`src/rtl/uart8_transmitter_pkg.sv`:
```
// uart8_transmitter_pkg: line states shared by the 8N1 transmitter and its receiver counterpart.
package uart8_transmitter_pkg;
  typedef enum logic [1:0] {IDLE, START_BIT, DATA_BITS, STOP_BIT} tx_state_t;
  localparam int DATA_BITS_N = 8;
endpackage

```
`src/rtl/uart8_transmitter_fifo.sv`:
```
// uart_tx_fifo: 8-bit synchronous first-word-fall-through FIFO with flush.
module uart_tx_fifo #(
  parameter int DEPTH = 4
) (
  input  logic       clk,
  input  logic       rst_n,
  input  logic       push,
  input  logic       pop,
  input  logic       flush,
  input  logic [7:0] din,
  output logic [7:0] dout,
  output logic       full,
  output logic       empty
);
  localparam int AW = $clog2(DEPTH);
  logic [7:0]    mem [DEPTH];
  logic [AW-1:0] wr_ptr, rd_ptr;
  logic [AW:0]   count;
  logic          do_push, do_pop;
  assign dout    = mem[rd_ptr];
  assign full    = count == (AW+1)'(DEPTH);
  assign empty   = count == '0;
  assign do_push = push && !full;
  assign do_pop  = pop && !empty;
  always_ff @(posedge clk) begin
    if (!rst_n || flush) begin
      wr_ptr <= '0;
      rd_ptr <= '0;
      count  <= '0;
    end else begin
      if (do_push) begin
        mem[wr_ptr] <= din;
        wr_ptr      <= wr_ptr + 1'b1;
      end
      if (do_pop) rd_ptr <= rd_ptr + 1'b1;
      count <= count + (AW+1)'(do_push) - (AW+1)'(do_pop);
    end
  end
endmodule

```
`src/rtl/uart8_transmitter.sv`:
```
// uart8_transmitter: FIFO-buffered 8N1 serialiser, each bit held OVERSAMPLE clocks.
module uart8_transmitter
  import uart8_transmitter_pkg::*;
#(
  parameter int OVERSAMPLE = 16,
  parameter int FIFO_DEPTH = 4
) (
  input  logic       clk,
  input  logic       rst_n,
  input  logic       en,
  input  logic       start,
  input  logic [7:0] in,
  output logic       ready,
  output logic       out,
  output logic       done,
  output logic       busy
);
  localparam int CW = $clog2(OVERSAMPLE);
  tx_state_t     state, state_n;
  logic [CW-1:0] clk_cnt, clk_cnt_n;
  logic [2:0]    bit_idx, bit_idx_n;
  logic [7:0]    shreg, shreg_n, dout;
  logic          out_n, busy_n, done_n, pop, full, empty, bit_end;
  assign ready   = rst_n && en && !full;
  assign bit_end = clk_cnt == CW'(OVERSAMPLE - 1);
  uart_tx_fifo #(.DEPTH(FIFO_DEPTH)) u_fifo (
    .clk(clk), .rst_n(rst_n), .push(start && ready), .pop(pop), .flush(!en),
    .din(in), .dout(dout), .full(full), .empty(empty)
  );
  always_comb begin
    state_n   = state;
    clk_cnt_n = bit_end ? '0 : clk_cnt + 1'b1;
    bit_idx_n = bit_idx;
    shreg_n   = shreg;
    out_n     = out;
    busy_n    = busy;
    done_n    = 1'b0;
    pop       = 1'b0;
    case (state)
      IDLE: begin
        clk_cnt_n = '0;
        if (!empty) begin
          pop     = 1'b1;
          shreg_n = dout;
          out_n   = 1'b0;
          busy_n  = 1'b1;
          state_n = START_BIT;
        end
      end
      START_BIT: if (bit_end) begin
        out_n     = shreg[0];
        bit_idx_n = '0;
        state_n   = DATA_BITS;
      end
      DATA_BITS: if (bit_end) begin
        shreg_n   = shreg >> 1;
        bit_idx_n = bit_idx + 3'd1;
        out_n     = (bit_idx == 3'(DATA_BITS_N - 1)) ? 1'b1 : shreg[1];
        state_n   = (bit_idx == 3'(DATA_BITS_N - 1)) ? STOP_BIT : DATA_BITS;
      end
      STOP_BIT: if (bit_end) begin
        done_n = 1'b1;
        // chain straight into the next start bit so queued bytes leave no idle gap
        if (!empty) begin
          pop     = 1'b1;
          shreg_n = dout;
          out_n   = 1'b0;
          state_n = START_BIT;
        end else begin
          busy_n  = 1'b0;
          state_n = IDLE;
        end
      end
      default: state_n = IDLE;
    endcase
    if (!en) begin
      state_n   = IDLE;
      clk_cnt_n = '0;
      out_n     = 1'b1;
      busy_n    = 1'b0;
      done_n    = 1'b0;
      pop       = 1'b0;
    end
  end
  always_ff @(posedge clk) begin
    if (!rst_n) begin
      state   <= IDLE;
      clk_cnt <= '0;
      bit_idx <= '0;
      shreg   <= '0;
      out     <= 1'b1;
      busy    <= 1'b0;
      done    <= 1'b0;
    end else begin
      state   <= state_n;
      clk_cnt <= clk_cnt_n;
      bit_idx <= bit_idx_n;
      shreg   <= shreg_n;
      out     <= out_n;
      busy    <= busy_n;
      done    <= done_n;
    end
  end
endmodule

```
`config.mk`:
```
export PLATFORM = sky130hd
export DESIGN_NAME = uart8_transmitter
export DESIGN_NICKNAME = d
export VERILOG_FILES = /design/src/rtl/uart8_transmitter_pkg.sv /design/src/rtl/uart8_transmitter_fifo.sv /design/src/rtl/uart8_transmitter.sv
export SDC_FILE = /design/constraint.sdc
export NUM_CORES = 1
export LEC_CHECK = 0
export ABC_AREA = 1
export CORE_MARGIN = 2
export CORE_UTILIZATION = 24
export DETAILED_ROUTE_END_ITERATION = 8
export PLACE_DENSITY = 0.41
export SYNTH_ARGS = -nofsm -noshare
export SYNTH_HDL_FRONTEND = slang
export SYNTH_SLANG_ARGS = --single-unit
```
`constraint.sdc`:
```
create_clock -name clk -period 3 [get_ports clk]
set_input_delay 0.9 -clock clk [delete_from_list [all_inputs] [get_ports clk]]
set_output_delay 0.9 -clock clk [all_outputs]
set_load 0.005 [all_outputs]
```
# --- Yosys cells after proc, flatten, opt, wreduce, memory -nomap -nowiden ---
# Memory sizes are Yosys's and may differ from the RTL's. A register that Yosys moved wholly into a read port is not among the register bits.
# Cells that the tools add are included.
classes:
  eq_ne: 11
  reduce_logical: 23
  n_mux: 34
  n_bitwise: 2
  addsub: 6
op_table:
  columns: ["operator", "n"]
  rows:
  - ["8-bit two-way mux", 3]
  - ["8-bit case mux with 3 select lines", 1]
  - ["1-bit two-way mux", 17]
  - ["2-bit two-way mux", 6]
  - ["3-bit AND reduction", 4]
  - ["2-bit != test, second input constant", 5]
  - ["2-bit case mux with 4 select lines", 1]
  - ["4-bit AND reduction", 2]
  - ["3-bit equality test, second input constant", 2]
  - ["3-bit two-way mux", 2]
  - ["3-bit case mux with 2 select lines", 1]
  - ["1-bit logical AND", 5]
  - ["2-bit by 1-bit adder with 2-bit output, second input constant", 2]
  - ["4-bit by 1-bit adder with 4-bit output, second input constant", 1]
  - ["2-bit equality test, second input constant", 2]
  - ["4-bit equality test, second input constant", 1]
  - ["1-bit zero test", 4]
  - ["1-bit case mux with 2 select lines", 2]
  - ["1-bit case mux with 4 select lines", 1]
  - ["2-bit nonzero test", 2]
  - ["4-bit OR reduction", 1]
  - ["3-bit by 1-bit adder with 3-bit output", 1]
  - ["3-bit by 1-bit adder with 3-bit output, second input constant", 1]
  - ["3-bit zero test", 1]
  - ["7 further kinds", 8]
word_totals:
  regBits: 27
  mem_count: 1
  ram_bits: 32
  input_bits: 12
memory_table:
  columns: ["name", "words", "width", "rd", "rd_clocked_by_memory_dff", "write_ports", "line_no", "source"]
  rows:
  - ["u_fifo.mem", 4, 8, 1, 1, 1, "uart8_transmitter_fifo.sv:16", "logic [7:0] mem [DEPTH];"]

# --- Depth between registers and ports, before layout ---
# Gate-level depths: netlist of run 1.
depth:
  depth_word: 8
  ltp_mapped: 14
  ltp_nobuf: 14

# --- By module ---
# From an unflattened synthesis of run 1, not the netlist that was laid out.
hier_totals:
  hier_cells: 311
  area_unflattened_um2: 2824.0
by_module_without_submodules:
  columns: ["module", "cells_each", "n_inst", "seq_area_each_um2", "area_each_um2"]
  rows:
  - ["uart_tx_fifo", 148, 1, 1141.1, 1694.1]
  - ["uart8_transmitter", 163, 1, 400.4, 1129.8]

# --- Least setup slack after synthesis of run 1 ---
# OpenSTA, ideal clock, no wires.
synth_path:
  kind: "input to register"
  startpoint: "input port en"
  endpoint: "register u_fifo.count[2]"
  arrival_ns: 2.243
  n_path_buf: 0
  path_stages: 11
  t_required_ns: 2.930
  setup_time_ns: 0.070
  setup_slack_ns: 0.687
  cell_sequence: "nand2_1 > a21oi_4 > nand2_2 > inv_2 > ha_1 > inv_1 > ha_1 > fa_1 > inv_1 > o21ai_0 > a21oi_1"
synth_via:
  elab_cells_between_ends: 10
  cone_classes: "2 x add/sub; 1 x mux; 7 x reduce/logical"
synth_lines:
  columns: ["element", "line_no", "source"]
  rows:
  - ["from (decl)", "uart8_transmitter.sv:10", "input logic en,"]
  - ["1-bit two-way mux", "uart8_transmitter.sv:76", "if (!en) begin"]
  - ["1-bit logical AND", "uart8_transmitter_fifo.sv:24", "assign do_pop = pop && !empty;"]
  - ["via u_fifo.do_pop", "uart8_transmitter_fifo.sv:19", "logic do_push, do_pop;"]
  - ["3-bit by 1-bit subtractor with 3-bit output", "uart8_transmitter_fifo.sv:36", "count <= count + (AW+1)'(do_push) - (AW+1)'(do_pop);"]
  - ["to (signal assigned)", "uart8_transmitter_fifo.sv:36", null]
  - ["to (decl)", "uart8_transmitter_fifo.sv:18", "logic [AW:0] count;"]
# The timed path passes the listed nets, and every way through them passes these cells.
# A chain may end at the register's enable or synchronous reset.

# --- Final worst setup path of run 1 ---
layout_path:
  startpoint: "input port rst_n"
  endpoint: "output port ready"
layout_via:
  elab_chain_cells: 2
layout_lines:
  columns: ["element", "line_no", "source"]
  rows:
  - ["from (decl)", "uart8_transmitter.sv:9", "input logic rst_n,"]
  - ["1-bit logical AND (2 in a row)", "uart8_transmitter.sv:24", "assign ready = rst_n && en && !full;"]
  - ["to (decl)", "uart8_transmitter.sv:13", "output logic ready,"]
# No other way between the ends.

==> results of run 1 <==
==> power by group <==
| group | internal [mW] | switching (mW) | leakage [nW] | total, mW |
|---|---|---|---|---|
| registers | 0.902 | 0.0144 | 0.524 | 0.917 |
| clock network | 0.649 | 0.393 | 0.143 | 1.04 |
| logic | 0.0680 | 0.0958 | 0.823 | 0.164 |
| total | 1.62 | 0.503 | 1.49 | 2.12 |
==> layout make-up <==
| type | count | share of cell area, % |
|---|---|---|
| clock buffer | 10 | 6.43 |
| multi-input combinational | 210 | 32.3 |
| inverter | 47 | 4.95 |
| clock inverter | 6 | 2.04 |
| tap | 147 | 5.16 |
| sequential | 61 | 43.3 |
| timing repair buffer | 23 | 5.83 |
==> placed cells by master (no fill, tap or decap), types with 5 or more instances in the layout <==
cell and instances:
inv_1 41, nand2_2 5, clkbuf_16 9, buf_4 8, clkdlybuf4s50_1 13, edfxtp_1 32
nand3_1 17, nand2_1 87, dfxtp_1 29, ha_1 15, a21oi_1 18, nor2_1 38
o21ai_0 8, inv_2 6
==> routing by layer <==
| layer | vias to the layer above | track usage [%] | share of wire (%) |
|---|---|---|---|
| li1 | 1089 | - | - |
| met1 | 914 | 11.9 | 46 |
| met2 | 22 | 15.9 | 48 |
| met3 | 9 | 3.71 | 3.5 |
| met4 | 0 | 4.88 | 2.0 |
| met5 | - | 0 | 0 |
==> path summary, 6_finish.rpt <==
path | startpoint | end | slack, ns | cells after the start
max | rst_n | ready | 0.18 | 4
min | clk_cnt[0]$_SDFF_PP0_ | clk_cnt[0]$_SDFF_PP0_ | 0.45 | 1
max reg2reg | state[0]$_SDFFE_PN0P_ | u_fifo.count[2]$_SDFF_PN0_ | 0.63 | 14
min reg2reg | clk_cnt[0]$_SDFF_PP0_ | clk_cnt[0]$_SDFF_PP0_ | 0.45 | 1
==> what timing repair did <==
action | CTS | global route
hold endpoints to repair | 0 | 0
setup buffers | 0 | 0
hold buffers | 0 | 0
setup endpoints to repair | 1 | 0
resized for setup | 2 | 0
==> registers in the layout, indices dropped and copies added, names as in the netlist, named ones only <==
register       flops
u_fifo.rd_ptr      2
shreg              8
state              2
u_fifo.mem        32
done               1
u_fifo.wr_ptr      2
clk_cnt            4
bit_idx            3
u_fifo.count       3
out                1
busy               1
==> kinds of logic after synthesis <==
logic type	Yosys count
DFF	61
xor gates and xnor gates	2
adders and majority gates	16
buffers and inverters	54
and+or+nand+nor	162
AOI/OAI and AO/OA	30
==> cells in the mapped netlist <==
cell	n
a21oi_4	1
buf_2	2
nor3_1	1
nor3b_1	1
o21bai_1	1
nand3_1	17
nor2_1	38
o21ai_2	1
dfxtp_1	29
inv_2	6
ha_1	15
nor2_2	2
nand2_1	87
buf_4	1
nand2_2	5
o21ai_0	8
a21oi_1	18
nand3_4	3
nor2_8	1
nor2_4	1
inv_1	41
nand4_1	1
xor2_1	2
nand2_4	3
fa_1	1
nand3_2	2
edfxtp_1	32
buf_6	4
a21oi_2	1
==> worst max-delay path: stages <==
cell and delay, ns:
dlygate4sd2_1 0.32, nand2_4 0.07, a21oi_1 0.11, clkdlybuf4s50_1 0.51
==> per-stage QoR <==
step	total power [mW]	instance area (um^2)	utilization (%)	hold WS [ns]
after detailed placement	1.10	3260	27.3	0.441
after global placement	1.10	3260	27.3	0.431
after global routing	2.22	3560	29.8	0.488
after floorplan	1.05	2930	-	0.418
after CTS	2.16	3560	29.8	0.452
final	2.12	3560	29.8	0.450
==> results_dict.tcl, run 1 <==
set metrics [dict create \
    hold_viol 0 \
    ios 16 \
    status "finished clean" \
    yosysUniqueCellTypes 29 \
    first_global_vias 2004 \
    die-area_um2 13100 \
    antenna_found_initial 0 \
    num_rows 40 \
    seq_area_um2 1540 \
    synthMuxAreaShare_pct 0 \
    n_antenna_cell 0 \
    nets 380 \
    clock_path_buffers 2 \
    synth_xor_area_share_pct 0.598 \
    post-place-ws_ns -0.116 \
    synth_area_um2 2930 \
    fmax_ghz 0.355 \
    grt_pass1_wl_um 9740 \
    clk_latency_ns 0.33 \
    worstPathRequired_ns 2.10 \
    ys_top_cells_by_area "edfxtp_1 33%, dfxtp_1 20%, nand2_1 11%, ha_1 6.4%, inv_1 5.2%" \
    synth_top_family_by_area "simple AND/OR/NAND/NOR gates" \
    clock-sinks 61 \
    grt_use_total_pct 9.99 \
    ir_worst_vdd_uv 269 \
    multiInputGateArea_um2 1150 \
    synthAdderAreaFrac_pct 7.08 \
    syn_nets 353 \
    stdcell_count 504 \
    clk_pin_slew_worst_paths_ns 0.05 \
    cp-start-kind "input pin" \
    rsz0062_at_grt "no" \
    cp.arrival_ns 1.92 \
    fin_crit_ns 2.82 \
    ys_ff_latch 61 \
    postSynthAreaPerCell_um2 9.02 \
    setup_tns_ns 0 \
    detail_route.vias_per_cell 4.04 \
    synth_simple_gate_area_share_pct 25.7 \
    critical_path.max_fanout 2 \
    drtIter0Drc 65 \
    p_per_area_nw_per_um2 596 \
    chipHeight_um 115 \
    synth_warnings 0 \
    worstSetupPathType "in -> out" \
    drc 0 \
    initial_core_util_pct 24.5 \
    maxSlewHeadroom_pct 61.4 \
    synth_cells 325 \
    yosysTopAreaCell "edfxtp_1" \
    cts_tree "done" \
    tightest_slew_ns 0.578 \
    fin_crit_sh_pct 93.9 \
    area_delta_synth_final_pct 21.5 \
    p_leak_nw 1.49 \
    min-delay-path-class "reg -> reg" \
    fp.dieW_um 115 \
    cts_root_buf "clkbuf_16" \
    firstDrtPassIters 4 \
    drive_above_1_share_pct 13.7 \
    setup_slack_ns 0.182 \
    fill_cells 1242 \
    fin_worst_skew_ns 0.00578 \
    wire_per_inst_um 11.5 \
    cts_htree_levels 3 \
    grt_max_degree 18 \
    drv_slew 0 \
    io_buffers 15 \
    endpoint_kind "output pin" \
    synth_top_area_share_pct 32.8 \
    dr_total_vias 2034 \
    dp_cells 488 \
    setup_viol 0 \
    cap_violations 0 \
    cts_buffers 9 \
    grt_overflow 0 \
    core-area_um2 12000 \
    synth-compound-area-share_pct 5.85 \
    yosysSeqAreaShare_pct 52.6 \
    ant_nets 0 \
    dp_hpwl_um 4010 \
    routabilityCongestion 0.751 \
    routed_wl_um 5820 \
]
Note: power is estimated with default switching activity, not from simulation.
==> run 2, diff against run 1 <==
TNS_END_PERCENT = 100   (was not set)
==> results of run 2 <==
Same layout as run 1: the final DEF is identical, and so are final timing and power.
==> run 3, diff against run 2 <==
clock period = 2.6 ns   (was 3 ns; I/O delays follow)
==> results_dict.tcl, run 3 (same netlist as run 1, synthesis figures left out) <==
set metrics [dict create \
    status "finished clean" \
    fp.dieW_um 115 \
    clk_pin_slew_worst_paths_ns 0.05 \
    top_regs "u_fifo.mem (32), shreg (8), clk_cnt (4)" \
    grt_max_degree 18 \
    cts_htree_levels 3 \
    internal-power_mw 2.04 \
    use_met1_pct 12.7 \
    endpoint_kind "output pin" \
    ir_worst_vdd_uv 304 \
    final_common_cell "nand2_1" \
    gr-max-usage-layer "met2" \
    p_leak_nw 1.54 \
    cp.arrival_ns 1.72 \
    first_global_vias 2009 \
    holdBufCountCts 0 \
    cp-start-kind "input pin" \
    nets 386 \
    fill_cells 1236 \
    num_rows 40 \
    fin_crit_sh_pct 96.2 \
    detail_route.vias_per_cell 3.96 \
    chipHeight_um 115 \
    routabilityCongestion 0.730 \
    antenna_found_initial 0 \
    p_sw_uw 545 \
    drtIter0Drc 62 \
    cap_violations 0 \
    routed_wl_um 5880 \
    fmax_ghz 0.400 \
    switching_share_pct 21.1 \
    p_per_area_nw_per_um2 713 \
    clock_path_buffers 2 \
    critical_path.max_fanout 2 \
    cts_buffers 9 \
    rsz0062_at_grt "no" \
    maxSlewHeadroom_pct 72.8 \
    cts_tree "done" \
    worstSetupPathType "in -> out" \
    initial_core_util_pct 24.5 \
    dr_total_vias 2018 \
    clk_latency_ns 0.33 \
    setup_tns_ns 0 \
    hold_viol 0 \
    ant_nets 0 \
    fin_crit_ns 2.50 \
    multiInputGateArea_um2 1150 \
    cts_root_buf "clkbuf_16" \
    clock-sinks 61 \
    min-delay-path-class "reg -> reg" \
    drive_above_1_share_pct 15.2 \
    grt_overflow 0 \
    worstPathRequired_ns 1.82 \
    ios 16 \
    drv_slew 0 \
    gr-usage-met2_pct 15.1 \
    seq_area_um2 1540 \
    n_antenna_cell 0 \
    p_seq_share_pct 40.8 \
    grt_use_total_pct 9.96 \
    firstDrtPassIters 4 \
    p_clk_share_pct 51.7 \
    grtUsageMet3_pct 3.39 \
    area_delta_synth_final_pct 23.9 \
    fin_worst_skew_ns 0.00496 \
    core-area_um2 12000 \
    die-area_um2 13100 \
    grt_pass1_wl_um 9720 \
    dp_hpwl_um 4110 \
    combPwrFrac_pct 7.5 \
    tightest_slew_ns 0.408 \
    drc 0 \
    regMostFlops "u_fifo.mem" \
    power.total_mw 2.59 \
    largest_register_ffs 32 \
    wire_per_inst_um 11.5 \
    final_cell_mix "87 x nand2_1, 41 x inv_1, 38 x nor2_1, 32 x edfxtp_1, 28 x dfxtp_1" \
    setup_viol 0 \
    io_buffers 15 \
]
## run 3: final timing paths
| check | from | slack, ns | depth (start not counted) | to |
|---|---|---|---|---|
| setup reg to reg | state[1]$_SDFFE_PN0P_ | 0.26 | 14 | u_fifo.count[2]$_SDFF_PN0_ |
| hold reg to reg | clk_cnt[0]$_SDFF_PP0_ | 0.45 | 1 | clk_cnt[0]$_SDFF_PP0_ |
| hold / removal | clk_cnt[0]$_SDFF_PP0_ | 0.45 | 1 | clk_cnt[0]$_SDFF_PP0_ |
| setup / recovery | en | 0.1 | 4 | ready |
## run 3: what timing repair did
action,4_1_cts,5_1_grt
hold endpoints to repair,0,0
gates resized for setup,3,2
buffers inserted,0,0
gates cloned,0,0
setup endpoints to repair,1,2
## run 3: critical path: stages
cell and delay, ns:
dlygate4sd2_1 0.26, nand2_4 0.06, a21oi_1 0.11, clkdlybuf4s50_1 0.51
## run 3: cell type report
type | count | share of cell area [%]
Clock buffer | 9 | 6.20
Clock inverter | 6 | 2.83
Timing Repair Buffer | 29 | 6.86
Inverter | 47 | 4.86
Multi-Input combinational cell | 210 | 31.7
Tap cell | 147 | 5.07
Sequential cell | 61 | 42.5
## run 3: routing by layer
layer  vias to the layer above  part of all wire, %
met5                         -                    0
met4                         0                  1.8
met3                         6                  3.7
met2                        24                   47
met1                       900                   47
li1                       1088                    -
## run 3: per-stage QoR
stage | cell area (um^2) | std cells | setup WS [ns] | hold WS, ns | utilization [%]
floorplan | 2930 | 325 | 0.385 | 0.418 | -
global placement | 3310 | 494 | -0.305 | 0.432 | 27.7
detailed placement | 3310 | 494 | -0.288 | 0.437 | 27.7
CTS | 3630 | 509 | 0.00231 | 0.449 | 30.4
global route | 3630 | 509 | 0.0110 | 0.467 | 30.4
finish | 3630 | 509 | 0.0996 | 0.445 | 30.4
## run 3: power by group through the flow
stage               clock, mW  combinational, mW  sequential, mW
CTS                      1.37              0.199            1.06
global placement            0              0.200            1.08
finish                   1.34              0.195            1.06
detailed placement          0              0.199            1.08
floorplan                   0              0.136            1.07
global route             1.41              0.224            1.06
